--- src/rtl/uart_csr_fifo.sv ---
// UART control/status block: flat CSR read/write port, TX/RX data FIFOs,
// sticky write-1-to-clear interrupt status and a single registered irq.

module uart_csr_fifo_buf #(
  parameter int W     = 8,
  parameter int DEPTH = 8
) (
  input  logic                   clk,
  input  logic                   rst_n,
  input  logic                   flush_i,
  input  logic                   push_i,
  input  logic [W-1:0]           data_i,
  input  logic                   pop_i,
  output logic [W-1:0]           head_o,
  output logic [$clog2(DEPTH):0] count_o,
  output logic                   full_o,
  output logic                   empty_o,
  output logic                   overflow_o
);
  localparam int PW = $clog2(DEPTH);
  localparam int CW = PW + 1;

  logic [W-1:0]  mem_q [DEPTH];
  logic [PW-1:0] wptr_q, rptr_q;
  logic [CW-1:0] count_q, count_d;
  logic          push_ok, pop_ok;

  assign full_o  = (count_q == CW'(DEPTH));
  assign empty_o = (count_q == '0);
  assign pop_ok  = pop_i && !empty_o;
  // A same-cycle pop frees a slot even when full; a flush swallows the push silently.
  assign push_ok    = push_i && !flush_i && (!full_o || pop_ok);
  assign overflow_o = push_i && !flush_i && full_o && !pop_ok;
  assign head_o     = mem_q[rptr_q];
  assign count_o    = count_q;

  always_comb begin
    count_d = count_q;
    if (flush_i)
      count_d = '0;
    else if (push_ok && !pop_ok)
      count_d = count_q + CW'(1);
    else if (pop_ok && !push_ok)
      count_d = count_q - CW'(1);
  end

  always_ff @(posedge clk) begin
    if (!rst_n) begin
      wptr_q  <= '0;
      rptr_q  <= '0;
      count_q <= '0;
    end else begin
      count_q <= count_d;
      if (flush_i) begin
        wptr_q <= '0;
        rptr_q <= '0;
      end else begin
        if (push_ok) wptr_q <= wptr_q + PW'(1);
        if (pop_ok)  rptr_q <= rptr_q + PW'(1);
      end
    end
  end

  always_ff @(posedge clk) begin
    if (push_ok) mem_q[wptr_q] <= data_i;
  end
endmodule

module uart_csr_fifo #(
  parameter int CSR_DATA_W  = 32,
  parameter int CSR_ADDR_W  = 4,
  parameter int UART_DATA_W = 8,
  parameter int TX_DEPTH    = 8,
  parameter int RX_DEPTH    = 8,
  parameter int BAUD_RST    = 434
) (
  input  logic                   clk,
  input  logic                   rst_n,
  input  logic [CSR_ADDR_W-1:0]  wr_addr,
  input  logic [CSR_DATA_W-1:0]  wr_data,
  input  logic                   wen,
  input  logic [CSR_ADDR_W-1:0]  rd_addr,
  output logic [CSR_DATA_W-1:0]  rd_data,
  input  logic                   ren,
  output logic [CSR_DATA_W-1:0]  baud_div,
  output logic [3:0]             data_bits,
  output logic                   parity_en,
  output logic                   parity_odd,
  output logic                   stop2,
  output logic [UART_DATA_W-1:0] tx_data,
  output logic                   tx_valid,
  input  logic                   tx_ready,
  input  logic [UART_DATA_W-1:0] rx_data,
  input  logic                   rx_valid,
  input  logic                   parity_error,
  input  logic                   busy,
  output logic                   irq
);
  localparam logic [CSR_ADDR_W-1:0] A_BAUD   = CSR_ADDR_W'(0);
  localparam logic [CSR_ADDR_W-1:0] A_CTRL   = CSR_ADDR_W'(1);
  localparam logic [CSR_ADDR_W-1:0] A_STATUS = CSR_ADDR_W'(2);
  localparam logic [CSR_ADDR_W-1:0] A_TXDATA = CSR_ADDR_W'(3);
  localparam logic [CSR_ADDR_W-1:0] A_RXDATA = CSR_ADDR_W'(4);
  localparam logic [CSR_ADDR_W-1:0] A_INTEN  = CSR_ADDR_W'(5);
  localparam logic [CSR_ADDR_W-1:0] A_INTST  = CSR_ADDR_W'(6);
  localparam logic [CSR_ADDR_W-1:0] A_LEVEL  = CSR_ADDR_W'(7);

  logic [CSR_DATA_W-1:0]      baud_q, rd_data_q, rd_data_d;
  logic [8:0]                 ctrl_q;
  logic [4:0]                 int_en_q, int_status_q, int_set, int_clr;
  logic                       irq_q;
  logic                       wr_ctrl, wr_tx, tx_flush, rx_flush, rx_pop_req;
  logic                       tx_pop, rx_push, data_bits_err, tx_drained;
  logic [UART_DATA_W-1:0]     tx_head, rx_head;
  logic [$clog2(TX_DEPTH):0]  tx_count;
  logic [$clog2(RX_DEPTH):0]  rx_count;
  logic                       tx_full, tx_empty, rx_full, rx_empty, tx_ovf, rx_ovf;

  assign wr_ctrl    = wen && (wr_addr == A_CTRL);
  assign wr_tx      = wen && (wr_addr == A_TXDATA);
  assign tx_flush   = wr_ctrl && wr_data[9];
  assign rx_flush   = wr_ctrl && wr_data[10];
  assign rx_pop_req = ren && (rd_addr == A_RXDATA);
  assign tx_valid   = ctrl_q[7] && !tx_empty;
  assign tx_pop     = tx_valid && tx_ready;
  assign rx_push    = rx_valid && ctrl_q[8];
  assign tx_data    = tx_head;

  uart_csr_fifo_buf #(.W(UART_DATA_W), .DEPTH(TX_DEPTH)) u_tx_fifo (
    .clk(clk), .rst_n(rst_n), .flush_i(tx_flush), .push_i(wr_tx),
    .data_i(wr_data[UART_DATA_W-1:0]), .pop_i(tx_pop), .head_o(tx_head),
    .count_o(tx_count), .full_o(tx_full), .empty_o(tx_empty), .overflow_o(tx_ovf)
  );

  uart_csr_fifo_buf #(.W(UART_DATA_W), .DEPTH(RX_DEPTH)) u_rx_fifo (
    .clk(clk), .rst_n(rst_n), .flush_i(rx_flush), .push_i(rx_push),
    .data_i(rx_data), .pop_i(rx_pop_req), .head_o(rx_head),
    .count_o(rx_count), .full_o(rx_full), .empty_o(rx_empty), .overflow_o(rx_ovf)
  );

  // With DEPTH >= 2 a push at count 1 always lands, so only a flush or a lone pop empties it.
  assign tx_drained    = (tx_count == 1) && (tx_flush || (tx_pop && !wr_tx));
  assign data_bits_err = (ctrl_q[3:0] < 4'd5) || (ctrl_q[3:0] > 4'd8);
  assign int_set       = {tx_ovf, parity_error, rx_ovf, tx_drained, rx_push};
  assign int_clr       = (wen && (wr_addr == A_INTST)) ? wr_data[4:0] : 5'd0;

  always_comb begin
    rd_data_d = rd_data_q;
    if (ren) begin
      rd_data_d = '0;
      case (rd_addr)
        A_BAUD:   rd_data_d = baud_q;
        A_CTRL:   rd_data_d = CSR_DATA_W'(ctrl_q);
        A_STATUS: rd_data_d = CSR_DATA_W'({data_bits_err, busy, rx_empty, rx_full,
                                           tx_empty, tx_full});
        A_RXDATA: if (!rx_empty) rd_data_d = CSR_DATA_W'(rx_head);
        A_INTEN:  rd_data_d = CSR_DATA_W'(int_en_q);
        A_INTST:  rd_data_d = CSR_DATA_W'(int_status_q);
        A_LEVEL:  rd_data_d = CSR_DATA_W'({16'(rx_count), 16'(tx_count)});
        default:  rd_data_d = '0;
      endcase
    end
  end

  always_ff @(posedge clk) begin
    if (!rst_n) begin
      baud_q       <= CSR_DATA_W'(BAUD_RST);
      ctrl_q       <= 9'h008;
      int_en_q     <= '0;
      int_status_q <= '0;
      rd_data_q    <= '0;
      irq_q        <= 1'b0;
    end else begin
      rd_data_q    <= rd_data_d;
      irq_q        <= |(int_status_q & int_en_q);
      int_status_q <= (int_status_q & ~int_clr) | int_set;
      if (wen) begin
        case (wr_addr)
          A_BAUD:  baud_q   <= wr_data;
          A_CTRL:  ctrl_q   <= wr_data[8:0];
          A_INTEN: int_en_q <= wr_data[4:0];
          default: ;
        endcase
      end
    end
  end

  assign rd_data    = rd_data_q;
  assign irq        = irq_q;
  assign baud_div   = baud_q;
  assign data_bits  = ctrl_q[3:0];
  assign parity_en  = ctrl_q[4];
  assign parity_odd = ctrl_q[5];
  assign stop2      = ctrl_q[6];
endmodule

--- config.mk ---
export PLATFORM = sky130hd
export DESIGN_NAME = uart_csr_fifo
export DESIGN_NICKNAME = d
export VERILOG_FILES = /design/src/rtl/uart_csr_fifo.sv
export SDC_FILE = /design/constraint.sdc
export NUM_CORES = 1
export LEC_CHECK = 0
export CORE_ASPECT_RATIO = 2
export CORE_MARGIN = 5
export CORE_UTILIZATION = 30
export DETAILED_ROUTE_END_ITERATION = 8
export HOLD_SLACK_MARGIN = 0.15
export RECOVER_POWER = 100
export SETUP_SLACK_MARGIN = 0.4
export SYNTH_ARGS = -nofsm -noshare
export SYNTH_HDL_FRONTEND = slang
export SYNTH_SLANG_ARGS = --single-unit
export TNS_END_PERCENT = 5
--- constraint.sdc ---
create_clock -name clk -period 6.6 [get_ports clk]
set_clock_uncertainty 0.2 [all_clocks]
set_input_delay 1.98 -clock clk [delete_from_list [all_inputs] [get_ports clk]]
set_output_delay 1.98 -clock clk [all_outputs]
set_load 0.05 [all_outputs]
==> flow_summary.yaml, run 1 <==
run_status:
  outcome: "finished, violations left"
  violations: "max-capacitance violations, max-slew violations"
synth:
  synthArstFlopShare: 0
  synth_nets: 828
  netlist.area_leader.share: 0.396
  synth_cell_types: 60
  synth.area.top_cells: "edfxtp_1 40%, dfxtp_1 23%, mux4_2 7.4%, nand2_1 3.9%, a21oi_1 2.7%"
  ys_ff_latch: 238
  synth_area_mm2: 0.00970
  yosysSeqAreaShare: 0.623
  netlist_instances: 759
  yosysTopAreaCell: "edfxtp_1"
  avgSynthCellArea_um2: 12.8
  synth_edf_count: 128
  ys_warn_count: 0
  synthFlopType: "edfxtp_1"
route:
  drc: 0
  first_pass_iters: 5
  totalWireLength_um: 27600
  drt_iter0_markers: 432
  num_vias: 6554
  ant_nets: 0
  vias_per_cell: 4.92
  wl_per_cell_um: 20.7
die:
  die_w_um: 137
  ios: 137
  start_util: 0.302
  dieHeight_um: 264
  rows: 93
  dieArea_mm2: 0.0362
  coreArea_mm2: 0.0321
clocking:
  cts_buffers: 22
  cts_buffer_depth: 3
  cts_setup_buffers: 0
  cts_tree: "done"
  cts_hold_buffers: 0
  cts_htree_levels: 1
  cts.sinks: 238
  cts-root-buf: "clkbuf_16"
  clkLatencyLatePin_ns: 0.53
  path_clk_slew_ns: 0.06
  cts-resized-gates: 0
sta:
  worst_pin_slew_ns: 1.68
  fin_tns_setup_ns: 0
  rsz0062_at_grt: "no"
  finalSetupViolCount: 0
  hold_viol_final: 0
  min_period_ns: 5.48
  timing.fmax_ghz: 0.183
  hold_ws_ns: 0.263
  period_share: 0.830
  max-slew-margin-rel: -0.125
  slew_viol_final: 43
  setup_slack_ns: 1.12
power_and_ir_drop:
  power.density_mw_per_mm2: 242
  p_clk_frac: 0.419
  power_frac_seq: 0.534
  power_mw: 2.94
  leakagePower_nw: 4.17
  switching_share: 0.221
  max-vdd-ir-drop_mv: 0.214
  comb_power_share: 0.047
  p_int_mw: 2.29
  switching_power_uw: 650
global_route:
  overflow: 0
  antenna_found_initial: 2
  grt_pass1_wl_um: 41000
  grt_usage: 0.150
  grt_pass1_vias: 6726
  grt_max_degree: 33
layout:
  nets: 959
  final_common_cell: "edfxtp_1"
  multi_input_comb_area_mm2: 0.00338
  layout-drive-gt1-share: 0.106
  seqCellArea_mm2: 0.00605
  nFillCells: 3155
  syn2layout_area_growth_pct: 25.1
  layout_common_cells: "128 x edfxtp_1, 110 x dfxtp_1, 101 x nand2_1, 101 x dlygate4sd3_1, 59 x nor2_1"
setup_path:
  regToRegSetupSlack_ns: 3.38
  cp_num_buf_inv: 1
  slowest_delay_ns: 1.06
  crit_chain: "mux4_2, mux2_2, dlygate4sd3_1"
  worstPathArrival_ns: 3.30
  crit_path_top_delay_cell: "dfxtp_1"
  critPathLaunchType: "flop"
  endpoint_kind: "output port"
  crit_family: "flip-flops"
  critPathKind: "reg2out"
  cp_data_required_time_ns: 4.42
  cp_max_fo: 16
placement:
  gp_congestion: 0.833
  place_hpwl_um: 20500
  io_buffer_count: 136
  place_ws_ns: 1.25
flow_run:
  max_cap_viol_count: 3
min_path:
  hold_path_class: "reg2reg"
state kept, by name, summed over array words and instances, names as in the netlist, named ones only:
name	count
irq	1
ctrl_q	9
u_tx_fifo.mem_q	64
u_tx_fifo.wptr_q	3
u_rx_fifo.count_o	4
int_status_q	5
u_rx_fifo.mem_q	64
u_rx_fifo.wptr_q	3
u_rx_fifo.rptr_q	3
u_tx_fifo.rptr_q	3
int_en_q	5
rd_data	32
baud_div	32
u_tx_fifo.count_o	4
cells in the mapped netlist, types with 12 or more instances:
cell	number
nand3_1	15
a22oi_1	28
dfxtp_1	110
a21oi_1	52
mux2_2	14
buf_2	14
nand2_1	101
mux2i_1	23
nor2_1	59
clkbuf_1	24
ha_1	12
edfxtp_1	128
mux4_2	32
through the flow:
step	instance area [um2]	cells	utilization
5_1_grt	12100	1333	0.378
3_3_place_gp	11500	1293	0.359
4_1_cts	12200	1332	0.380
2_1_floorplan	9700	759	-
6_report	12100	1333	0.378
3_5_place_dp	11500	1293	0.359
tightest hold or removal path: cells and delay by family (launching register included):
kind            cells  cell delay (ns)
flops               1             0.31
simple gates        1             0.06
compound gates      1             0.05
worst paths after layout:
check	cells past startpoint	startpoint	to
worst max-delay path	3	flop	tx_data[1]
worst min-delay path	2	rd_data[8]	rd_data[8]
worst max register to register	6	u_tx_fifo.count_o[0]	u_tx_fifo.mem_q[3][2]
worst min register to register	2	rd_data[8]	rd_data[8]
cell type report:
type	count	area share
Timing Repair Buffer	154	0.120
Multi-Input combinational cell	465	0.279
Antenna cell	1	0.000206
Sequential cell	238	0.498
Clock inverter	11	0.00763
Clock buffer	28	0.0489
Tap cell	427	0.0440
Inverter	9	0.00278
power groups by stage:
stage               Combinational, mW  Sequential [mW]  Clock, mW
floorplan                      0.0540             1.61          0
global placement                0.143             1.60          0
detailed placement              0.145             1.60          0
global route                    0.148             1.57       1.32
finish                          0.138             1.57       1.23
CTS                             0.145             1.57       1.27
cells by family (layout without fill, tap and decap cells):
group,after synthesis,in the layout,synth area share
simple gates,243,243,0.121
flops,238,238,0.623
compound gates,129,129,0.0885
mux,69,69,0.114
buf+inv,56,202,0.0258
fa+ha+maj,13,13,0.0175
xor+xnor,11,11,0.00993
other cells,0,1,0
layer usage:
metal	global-route usage	wire length, um
met5	0	11
met1	0.151	9520
met2	0.287	15400
met4	0.0769	1450
met3	0.0232	1230
(Power assumes the default switching activity.)
==> run 2: changes to the inputs <==
clock period = 4.7 ns   (was 6.6 ns; I/O delays follow)
==> run 2 against run 1 <==
Effect of this change: the flow still finishes with violations (max-capacitance violations, max-slew violations); worst hold slack improved by 0.00051 ns; non-clock buffer count grew 21; worst setup slack got worse by 0.78 ns; final area rose by 1.7%; highest routed layer unchanged.
==> flow_summary.yaml, run 2 (synthesis results as in run 1) <==
run_status:
  outcome: "finished, violations left"
  violations: "max-capacitance violations, max-slew violations"
sta:
  max-slew-margin-rel: -0.0796
  setup_slack_ns: 0.336
  hold_ws_ns: 0.264
  fin_tns_setup_ns: 0
  rsz0062_at_grt: "yes"
  finalSetupViolCount: 0
  period_share: 0.929
  worst_pin_slew_ns: 1.62
  timing.fmax_ghz: 0.229
  hold_viol_final: 0
  min_period_ns: 4.36
  slew_viol_final: 33
layout:
  finish.utilization: 0.384
  final_common_cell: "edfxtp_1"
  reg.largest.list: "u_rx_fifo.mem_q x64, u_tx_fifo.mem_q x64"
  final_cells: 1357
  syn2layout_area_growth_pct: 27.3
  nFillCells: 3183
  layout_common_cells: "128 x edfxtp_1, 110 x dfxtp_1, 101 x nand2_1"
  final_area_mm2: 0.0123
  layout-drive-gt1-share: 0.117
  nets: 981
min_path:
  hold_start: "rd_data[8]"
  holdPathEnd: "rd_data[8]"
  worst_hold_path.num_cells: 2
  hold_path_class: "reg2reg"
global_route:
  grt_pass1_vias: 6675
  grt-busiest-layer: "met2"
  grt_usage: 0.148
  grt_util_met1: 0.154
  overflow: 0
  grt_pass1_wl_um: 40600
  grt_max_degree: 43
  antenna_found_initial: 3
  use_met3: 0.0282
  met2_usage: 0.276
die:
  start_util: 0.302
  die_w_um: 137
  ios: 137
  dieHeight_um: 264
  dieArea_mm2: 0.0362
  rows: 93
  coreArea_mm2: 0.0321
route:
  drc: 0
  drt_iter0_markers: 383
  ant_nets: 0
  first_pass_iters: 5
  num_vias: 6603
  vias_per_cell: 4.87
  wl_per_cell_um: 19.8
  totalWireLength_um: 26900
clocking:
  cts_hold_buffers: 0
  clkLatencyLatePin_ns: 0.53
  cts-root-buf: "clkbuf_16"
  cts_htree_levels: 1
  cts_tree: "done"
  cts_buffer_depth: 3
  cts.sinks: 238
  path_clk_slew_ns: 0.06
  cts_buffers: 23
setup_path:
  r2r-end: "u_rx_fifo.count_o[3]"
  endpoint_kind: "output port"
  cp_max_fo: 16
  critPathKind: "reg2out"
  crit_chain: "buf_4, mux4_2, mux2_2, dlygate4sd3_1"
  r2r_start: "u_rx_fifo.count_o[0]"
  slowest_delay_ns: 0.76
  worstPathArrival_ns: 2.75
  rr_worst_depth: 12
  crit_path_top_delay_cell: "dlygate4sd3_1"
  cp_data_required_time_ns: 3.09
  regToRegSetupSlack_ns: 1.69
  critPathLaunchType: "flop"
power_and_ir_drop:
  max-vdd-ir-drop_mv: 0.336
  power.density_mw_per_mm2: 345
  power_mw: 4.25
  leakagePower_nw: 4.28
flow_run:
  max_cap_viol_count: 1
placement:
  place_ws_ns: 0.382
  place_hpwl_um: 20200
  placedCellCount: 1314
  gp_congestion: 0.799
  io_buffer_count: 136
  place_area_mm2: 0.0117
## run 2: cell types whose count changed in the layout (fill, tap and decap cells not counted), sizes merged, moves of 2 or more
cell	previous run	this run
buf	6	17
clkbuf	40	48
dlygate4sd3	101	98
inv	9	11
## run 2: how the worst max path moves through the flow
| stage | from | end | slack [ns] | cells after the start |
|---|---|---|---|---|
| after detailed placement | wen | u_rx_fifo.count_o[3] | 0.38 | 12 |
| after global routing | flop | tx_data[2] | 0.21 | 4 |
| after floorplan | rd_addr[0] | u_rx_fifo.count_o[3] | 0.88 | 12 |
| after CTS | flop | tx_data[7] | 0.32 | 4 |
| after global placement | wen | u_rx_fifo.count_o[3] | 0.41 | 12 |
| final | flop | tx_data[1] | 0.34 | 4 |
## run 2: layout make-up
type	count	area, um2	area share
flip-flops and latches	238	6050	0.490
clock inverters	16	160	0.0130
multi-input cells	465	3380	0.274
repair buffers	175	1590	0.128
well taps	427	534	0.0433
clock buffers	26	597	0.0484
inverters	9	33.8	0.00274
diodes	1	2.50	0.000203
## run 2: where the power goes
group | internal [mW] | total, mW | switching [mW] | leakage, nW
combinational | 0.0784 | 0.200 | 0.121 | 1.88
sequential | 2.20 | 2.21 | 0.0103 | 2.04
clock | 1.04 | 1.85 | 0.808 | 0.362
total | 3.31 | 4.25 | 0.940 | 4.28
## run 2: layer usage
| metal | share of wire | wire, um |
|---|---|---|
| met5 | 0.0013 | 34 |
| met4 | 0.046 | 1240 |
| met3 | 0.051 | 1360 |
| met2 | 0.56 | 15000 |
| met1 | 0.34 | 9260 |
## run 2: what timing repair did
action / 4_1_cts / 5_1_grt
setup buffers: 0 / 0
gates resized for setup: 1 / 1
pin swaps: 0 / 0
setup endpoints to repair: 8 / 8
## run 2: critical path: cells and delay by family (launching register included)
| kind | cells | cell delay [ns] |
|---|---|---|
| muxes | 2 | 0.85 |
| DFF | 1 | 0.31 |
| buffers and inverters | 2 | 1.07 |
